`src/rtl/frame_pkg.sv`:
```
// Shared frame-buffer constants and types used by the label writer and the frame reader.
package frame_pkg;

    localparam int HORIZONTAL  = 320;
    localparam int VERTICAL    = 240;
    localparam int PIXEL_BITS  = 3;
    localparam int NUM_CENTERS = 2 ** PIXEL_BITS;
    localparam int ADDR_BITS   = 17;
    localparam int DIST_BITS   = 10;

    typedef struct packed {
        logic [7:0] r;
        logic [7:0] g;
        logic [7:0] b;
    } rgb_t;

    typedef logic [PIXEL_BITS-1:0] label_t;
    typedef logic [DIST_BITS-1:0]  dist_t;

    typedef enum logic [1:0] {IDLE, CAPTURE, FLUSH, DONE} state_t;

    // Three 8-bit absolute differences sum to at most 765, so 10 bits never overflow.
    function automatic dist_t l1_distance(rgb_t a, rgb_t b);
        logic [7:0] dr;
        logic [7:0] dg;
        logic [7:0] db;
        dr = (a.r > b.r) ? a.r - b.r : b.r - a.r;
        dg = (a.g > b.g) ? a.g - b.g : b.g - a.g;
        db = (a.b > b.b) ? a.b - b.b : b.b - a.b;
        return dist_t'(dr) + dist_t'(dg) + dist_t'(db);
    endfunction

endpackage

```
`src/rtl/frame_label_writer_palette_nearest.sv`:
```
// Palette registers plus a two-stage nearest-centre search (L1 distances, then argmin).
module palette_nearest #(
    parameter int ADDR_BITS = frame_pkg::ADDR_BITS
) (
    input  logic                             i_clk,
    input  logic                             i_rst_n,
    input  logic                             i_pal_we,
    input  logic [frame_pkg::PIXEL_BITS-1:0] i_pal_idx,
    input  logic [23:0]                      i_pal_rgb,
    input  logic                             i_valid,
    input  logic [23:0]                      i_rgb,
    input  logic [ADDR_BITS-1:0]             i_addr,
    output logic                             o_valid,
    output logic [ADDR_BITS-1:0]             o_addr,
    output logic [frame_pkg::PIXEL_BITS-1:0] o_label
);
    import frame_pkg::*;

    rgb_t                 palette_q [NUM_CENTERS];
    rgb_t                 palette_d [NUM_CENTERS];
    dist_t                dist_q    [NUM_CENTERS];
    dist_t                dist_d    [NUM_CENTERS];
    logic                 s1_valid_q, s1_valid_d;
    logic [ADDR_BITS-1:0] s1_addr_q,  s1_addr_d;
    logic                 s2_valid_q, s2_valid_d;
    logic [ADDR_BITS-1:0] s2_addr_q,  s2_addr_d;
    label_t               s2_label_q, s2_label_d;
    label_t               best_idx;
    dist_t                best_dist;

    always_comb begin
        palette_d = palette_q;
        if (i_pal_we) begin
            palette_d[i_pal_idx] = rgb_t'(i_pal_rgb);
        end
    end

    always_comb begin
        s1_valid_d = i_valid;
        s1_addr_d  = i_addr;
        for (int k = 0; k < NUM_CENTERS; k++) begin
            dist_d[k] = l1_distance(rgb_t'(i_rgb), palette_q[k]);
        end
    end

    // Strict less-than keeps the earlier centre on equal distances.
    always_comb begin
        best_idx  = '0;
        best_dist = dist_q[0];
        for (int k = 1; k < NUM_CENTERS; k++) begin
            if (dist_q[k] < best_dist) begin
                best_dist = dist_q[k];
                best_idx  = label_t'(k);
            end
        end
        s2_valid_d = s1_valid_q;
        s2_addr_d  = s1_addr_q;
        s2_label_d = best_idx;
    end

    always_ff @(posedge i_clk) begin
        if (!i_rst_n) begin
            for (int k = 0; k < NUM_CENTERS; k++) begin
                palette_q[k] <= '0;
                dist_q[k]    <= '0;
            end
            s1_valid_q <= 1'b0;
            s1_addr_q  <= '0;
            s2_valid_q <= 1'b0;
            s2_addr_q  <= '0;
            s2_label_q <= '0;
        end else begin
            for (int k = 0; k < NUM_CENTERS; k++) begin
                palette_q[k] <= palette_d[k];
                dist_q[k]    <= dist_d[k];
            end
            s1_valid_q <= s1_valid_d;
            s1_addr_q  <= s1_addr_d;
            s2_valid_q <= s2_valid_d;
            s2_addr_q  <= s2_addr_d;
            s2_label_q <= s2_label_d;
        end
    end

    assign o_valid = s2_valid_q;
    assign o_addr  = s2_addr_q;
    assign o_label = s2_label_q;

endmodule

```
`src/rtl/frame_label_writer.sv`:
```
// Start-frame label writer: 2x2 decimation of a raster RGB stream, palette quantisation,
// and sequential label-memory writes.
module frame_label_writer #(
    parameter int HORIZONTAL = frame_pkg::HORIZONTAL,
    parameter int VERTICAL   = frame_pkg::VERTICAL,
    parameter int ADDR_BITS  = frame_pkg::ADDR_BITS
) (
    input  logic                             i_clk,
    input  logic                             i_rst_n,
    input  logic                             i_start,
    input  logic                             i_valid,
    output logic                             o_ready,
    input  logic [23:0]                      i_rgb,
    input  logic                             i_pal_we,
    input  logic [frame_pkg::PIXEL_BITS-1:0] i_pal_idx,
    input  logic [23:0]                      i_pal_rgb,
    output logic                             o_wr_en,
    output logic [ADDR_BITS-1:0]             o_wr_addr,
    output logic [frame_pkg::PIXEL_BITS-1:0] o_wr_label,
    output logic                             o_busy,
    output logic                             o_done
);
    import frame_pkg::*;

    localparam int X_BITS = $clog2(2 * HORIZONTAL);
    localparam int Y_BITS = $clog2(2 * VERTICAL);
    localparam logic [X_BITS-1:0] X_LAST = X_BITS'(2 * HORIZONTAL - 1);
    localparam logic [Y_BITS-1:0] Y_LAST = Y_BITS'(2 * VERTICAL - 1);

    state_t               state_q, state_d;
    logic [X_BITS-1:0]    x_cnt_q, x_cnt_d;
    logic [Y_BITS-1:0]    y_cnt_q, y_cnt_d;
    logic [ADDR_BITS-1:0] wr_cnt_q, wr_cnt_d;
    logic                 flush_cnt_q, flush_cnt_d;
    logic                 ready_q, ready_d;
    logic                 busy_q, busy_d;
    logic                 done_q, done_d;
    logic                 accept;
    logic                 keep;
    logic                 pal_we;

    assign accept = ready_q & i_valid;
    assign keep   = accept & ~x_cnt_q[0] & ~y_cnt_q[0];
    assign pal_we = (state_q == IDLE) & i_pal_we;

    // Raster order means the running count of kept pixels is already y/2*HORIZONTAL + x/2.
    always_comb begin
        state_d     = state_q;
        x_cnt_d     = x_cnt_q;
        y_cnt_d     = y_cnt_q;
        wr_cnt_d    = wr_cnt_q;
        flush_cnt_d = flush_cnt_q;
        case (state_q)
            IDLE: begin
                if (i_start) begin
                    state_d  = CAPTURE;
                    x_cnt_d  = '0;
                    y_cnt_d  = '0;
                    wr_cnt_d = '0;
                end
            end
            CAPTURE: begin
                if (accept) begin
                    if (keep) begin
                        wr_cnt_d = wr_cnt_q + 1'b1;
                    end
                    if (x_cnt_q == X_LAST) begin
                        x_cnt_d = '0;
                        if (y_cnt_q == Y_LAST) begin
                            y_cnt_d     = '0;
                            state_d     = FLUSH;
                            flush_cnt_d = 1'b0;
                        end else begin
                            y_cnt_d = y_cnt_q + 1'b1;
                        end
                    end else begin
                        x_cnt_d = x_cnt_q + 1'b1;
                    end
                end
            end
            FLUSH: begin
                flush_cnt_d = ~flush_cnt_q;
                if (flush_cnt_q) begin
                    state_d = DONE;
                end
            end
            DONE: begin
                state_d = IDLE;
            end
            default: begin
                state_d = IDLE;
            end
        endcase
        ready_d = (state_d == CAPTURE);
        busy_d  = (state_d == CAPTURE) || (state_d == FLUSH);
        done_d  = (state_d == DONE);
    end

    always_ff @(posedge i_clk) begin
        if (!i_rst_n) begin
            state_q     <= IDLE;
            x_cnt_q     <= '0;
            y_cnt_q     <= '0;
            wr_cnt_q    <= '0;
            flush_cnt_q <= 1'b0;
            ready_q     <= 1'b0;
            busy_q      <= 1'b0;
            done_q      <= 1'b0;
        end else begin
            state_q     <= state_d;
            x_cnt_q     <= x_cnt_d;
            y_cnt_q     <= y_cnt_d;
            wr_cnt_q    <= wr_cnt_d;
            flush_cnt_q <= flush_cnt_d;
            ready_q     <= ready_d;
            busy_q      <= busy_d;
            done_q      <= done_d;
        end
    end

    palette_nearest #(
        .ADDR_BITS(ADDR_BITS)
    ) u_nearest (
        .i_clk     (i_clk),
        .i_rst_n   (i_rst_n),
        .i_pal_we  (pal_we),
        .i_pal_idx (i_pal_idx),
        .i_pal_rgb (i_pal_rgb),
        .i_valid   (keep),
        .i_rgb     (i_rgb),
        .i_addr    (wr_cnt_q),
        .o_valid   (o_wr_en),
        .o_addr    (o_wr_addr),
        .o_label   (o_wr_label)
    );

    assign o_ready = ready_q;
    assign o_busy  = busy_q;
    assign o_done  = done_q;

endmodule

```
`config.mk`:
```
export PLATFORM = sky130hd
export DESIGN_NAME = frame_label_writer
export DESIGN_NICKNAME = d
export VERILOG_FILES = /design/src/rtl/frame_pkg.sv /design/src/rtl/frame_label_writer_palette_nearest.sv /design/src/rtl/frame_label_writer.sv
export SDC_FILE = /design/constraint.sdc
export NUM_CORES = 2
export LEC_CHECK = 0
export CAP_MARGIN = 20
export CORE_UTILIZATION = 30
export DETAILED_ROUTE_END_ITERATION = 8
export DONT_BUFFER_PORTS = 1
export MAX_ROUTING_LAYER = met4
export PLACE_DENSITY = 0.56
export SLEW_MARGIN = 20
export SYNTH_ARGS = -nofsm -noshare
export SYNTH_HDL_FRONTEND = slang
export SYNTH_SLANG_ARGS = --single-unit
```
`constraint.sdc`:
```
create_clock -name i_clk -period 22.7 [get_ports i_clk]
set_clock_uncertainty 0.1 [all_clocks]
set_input_delay 6.81 -clock i_clk [delete_from_list [all_inputs] [get_ports i_clk]]
set_output_delay 6.81 -clock i_clk [all_outputs]
set_load 0.01 [all_outputs]
```
==> results.txt <==
----------------------------------------------------
[Setup path]
  Slowest cell on the critical path ... a31oi_1
  Critical register-to-register path startpoint ... u_nearest.dist_q[0][7]
  Maximum fanout encountered on the critical timing path ... 18
  Data required, critical path ... ~23 ns
  Worst flop-to-flop path endpoint ... u_nearest.o_label[2]
  Crit Path Class ... reg2reg
  Crit path top cell by count ... a21oi_1
  Endpoint kind of the worst setup timing path ... flip-flop
  Data arrival time of the critical path ... between 15 and 20 ns
  Slowest Stage Delay on Critical Path ... a little over 0.7 ns
  Internal reg-to-reg setup slack ... between 7 and 8 ns
  Worst reg-to-reg path cell count ... 68
  Kind of start point of the critical path ... flip-flop

[Finish]
  Share of post-route cells with drive strength above 1 ... approximately 4.3%
  Inserted Diodes ... 0
  Combined area of the multi-input logic cells ... 0.0234 mm²
  Area Growth Syn to Fin ... 9.03%
  Fill cells ... 11500
  Final Util ... around 33%
  Area of all placed cells without fillers ... 0.0357 mm²
  Final net count ... 4630
  Flip-flop and latch area ... 0.00707 mm²

[Timing]
  Final WS setup ... 8.00 ns
  Peak Freq ... 68.0 MHz
  Total negative slack for setup checks ... 0 ns
  Hold violation count in the final report ... 0
  Period utilization ... 64.8%
  Time the final worst path needs with I/O delays and setup ... roughly 15 ns
  Max-slew violation total from the final report ... 0
  Slew Limit Headroom ... 31.8%
  Setup repair after global routing missed its margin ... no
  Transition time at the pin with the least slew margin ... 1.02 ns
  Setup violation total in the final timing report ... 0

[Clocking]
  Clock buffers created by TritonCTS ... 44
  CTS tree ... done
  Total number of clock tree sinks ... 353
  H-Tree Level Count ... 2
  Root Driver ... clkbuf_16
  Clock transition at the registers of the reported paths ... about 0.060 ns
  Post-CTS setup-driven buffer insertion count ... 0
  CTS Hold Buffers Added ... 0
  PostCTS Resize Cnt ... 0
  Clock latency of the later-clocked register in the worst-skew pair ... a little over 0.6 ns
  Buffer depth of the longest clock path ... 3

[Global route]
  GRT Total Usage ... a little under a fifth
  Largest net degree at the start of global routing ... ~140
  Total gr overflow ... 0
  First-pass GRT wire length ... 152000 µm
  Number of global-route vias before repair ... 25700
  Antenna violations before repair ... 0

[Synthesis]
  Cell type with the highest aggregate area in the netlist ... dfxtp_1
  Leading cell types by count after synthesis ... ha_1 (552), nand2_1 (546), inv_1 (448), a21oi_1 (436), dfxtp_1 (353)
  Area of the mapped netlist ... roughly 0.033 mm²
  Number of warning messages in the yosys log ... 0
  Mean area per synthesized cell ... 8.09 µm²
  Most frequently used flop master after synthesis ... dfxtp_1
  Share of flip-flops with an asynchronous set or reset after synthesis ... 0%
  Unique cell type count in the Yosys netlist ... 67
  Post-synthesis sequential area ratio ... 21.6%
  #FFs+latches synth ... 353
  Count of flip-flops with a built-in enable after synthesis ... 0
  Top-area cell type share of the netlist area ... 21.6%
  Instance count of the mapped netlist ... 4043
  Most frequent cell after synthesis ... ha_1
  Post-synth net total ... 4715
  Top post-synthesis cells by area ... dfxtp_1 (22%), ha_1 (21%), a21oi_1 (6.7%)

[Pwr]
  Clock network fraction of total power ... 20.4%
  Switching power ... roughly 1700 µW
  PwrDens ... around 110 mW/mm²
  Switching part of the total power ... between 40% and 50%
  Relative contribution of sequential cells to total power ... 19.1%
  Cell internal power dissipation ... roughly 2200 µW
  Overall power after layout ... 3870 µW
  Reported leakage power ... 0.0153 µW
  Maximum vdd ir drop ... approximately 0.00010 V
  Logic gate share of total power ... 60.5%

[Floorplan]
  Effective utilization at floorplan ... 30.4%
  Core Area ... 0.108 mm²
  Die height ... 332 µm
  Die area ... 0.110 mm²
  Number of cell rows ... 120
  I/O pin count ... 80
  Die width ... between 300 and 400 µm

[Drt]
  First drt pass iteration count ... 5
  Post-route DRC violation count ... 0
  Wire length after detailed routing ... approximately 100000 µm
  Count of vias placed by the detailed router ... around 27000
  Count of antenna-violating nets left after detailed routing ... 0
  Initial drt markers ... 1771
  Average detailed-routed wire length per instance ... 18.3 µm
  Vias per Instance ... 4.95

[Outcome]
  Status ... completed

[Placement]
  Final HPWL from detailed placement ... 75900 µm
  Area post-placement ... between 0.03 and 0.04 mm²
  Setup slack after placement ... between 7 and 8 ns
  Last weighted congestion value of the routability-driven placer ... 0.895
  Port bufs ... 0

[Flow run]
  Max Cap Viol ... 0

[Worst hold path]
  Worst Hold Class ... reg2reg
  Worst-case hold path end point ... u_nearest.o_addr[12]
  Worst Hold Path Cells ... 1
  Start point of the worst min-delay path ... u_nearest.s1_addr_q[12]

----------------------------------------------------
cell usage in the layout (no fill, tap or decap), drive strengths merged, types with 5 or more instances in the layout:
cell type    n
a21oi      437
a211o       10
a31oi        9
mux2i      113
nand2b      46
and3        13
a21boi       8
or2          5
a21o       116
a221oi      50
or3         10
mux2        51
o21ai      121
nor2b      150
o22ai        5
ha         552
and2        51
xor2        94
o22a        20
a211oi      38
nor2       151
fa          64
nand4       62
nand3       15
dfxtp      353
o21a        26
and4         6
nand2      546
nor3b        8
nor3        22
inv        453
a221o       40
bufinv       7
xnor2      163
buf         21
clkbuf      62
o21bai      56
worst max-delay path, delay by kind of cell, from the launching register on:
kind | cells | cell delay (ns)
multiplexers | 5 | 1.49
buffers and inverters | 6 | 0.74
AND/OR/NAND/NOR | 17 | 2.71
AO/OA/AOI/OAI | 32 | 6.94
flip-flops | 1 | 0.33
adder cells (fa/ha/maj) | 8 | 2.35
registers in the layout, indices dropped and copies added, names as in the netlist, 2 cells and up:
signal	cells
state_q	2
u_nearest.dist_q	80
u_nearest.o_addr	17
u_nearest.o_label	3
u_nearest.palette_q	192
u_nearest.s1_addr_q	17
wr_cnt_q	17
x_cnt_q	10
y_cnt_q	9
how the worst max path moves through the flow:
| stage | start | depth (start not counted) | to |
|---|---|---|---|
| 4_1_cts | u_nearest.dist_q[0][7] | 68 | u_nearest.o_label[1] |
| 6_report | u_nearest.dist_q[0][7] | 68 | u_nearest.o_label[2] |
| 2_1_floorplan | u_nearest.dist_q[0][7] | 73 | u_nearest.o_label[1] |
| 3_3_place_gp | u_nearest.dist_q[0][7] | 68 | u_nearest.o_label[1] |
| 3_5_place_dp | u_nearest.dist_q[0][7] | 68 | u_nearest.o_label[0] |
| 5_1_grt | u_nearest.dist_q[0][7] | 67 | u_nearest.o_label[1] |
final cells by class:
type                    count  area share [%]
clock inverters            20           0.884
well taps                1403            4.92
inverters                 448            4.74
multi-input cells        3090            65.5
clock buffers              62            3.65
repair buffers             21           0.463
flip-flops and latches    353            19.8
cell families (layout without fill, tap and decap cells):
group | count (synthesis) | count (layout) | share of synthesized area, %
XOR/XNOR | 257 | 257 | 6.88
AND/OR/NAND/NOR | 1093 | 1093 | 15.6
adder cells (fa/ha/maj) | 618 | 618 | 25.1
flip-flops | 353 | 353 | 21.6
multiplexers | 164 | 164 | 5.23
buffers and inverters | 600 | 551 | 7.00
AO/OA/AOI/OAI | 958 | 958 | 18.5
layer usage:
metal | global-route usage (%) | wire, µm | vias up
li1 | - | - | 13500
met1 | 23.6 | 45900 | 12500
met2 | 28.7 | 43900 | 571
met3 | 3.66 | 6590 | 127
met4 | 4.41 | 2270 | 0
met5 | - | 0 | -
metrics by stage:
| stage | instances | hold slack [ns] |
|---|---|---|
| CTS | 5396 | 0.331 |
| detailed placement | 5314 | 0.317 |
| floorplan | 4043 | 0.312 |
| global placement | 5314 | 0.315 |
| finish | 5397 | 0.330 |
| global route | 5397 | 0.340 |
power by group through the flow:
stage	combinational, µW	sequential (µW)	clock (µW)
floorplan	1840	729	0
global placement	2310	755	0
detailed placement	2330	755	0
CTS	2340	742	814
global route	2630	748	838
finish	2340	741	790
Note: power is estimated with default switching activity, not from simulation.
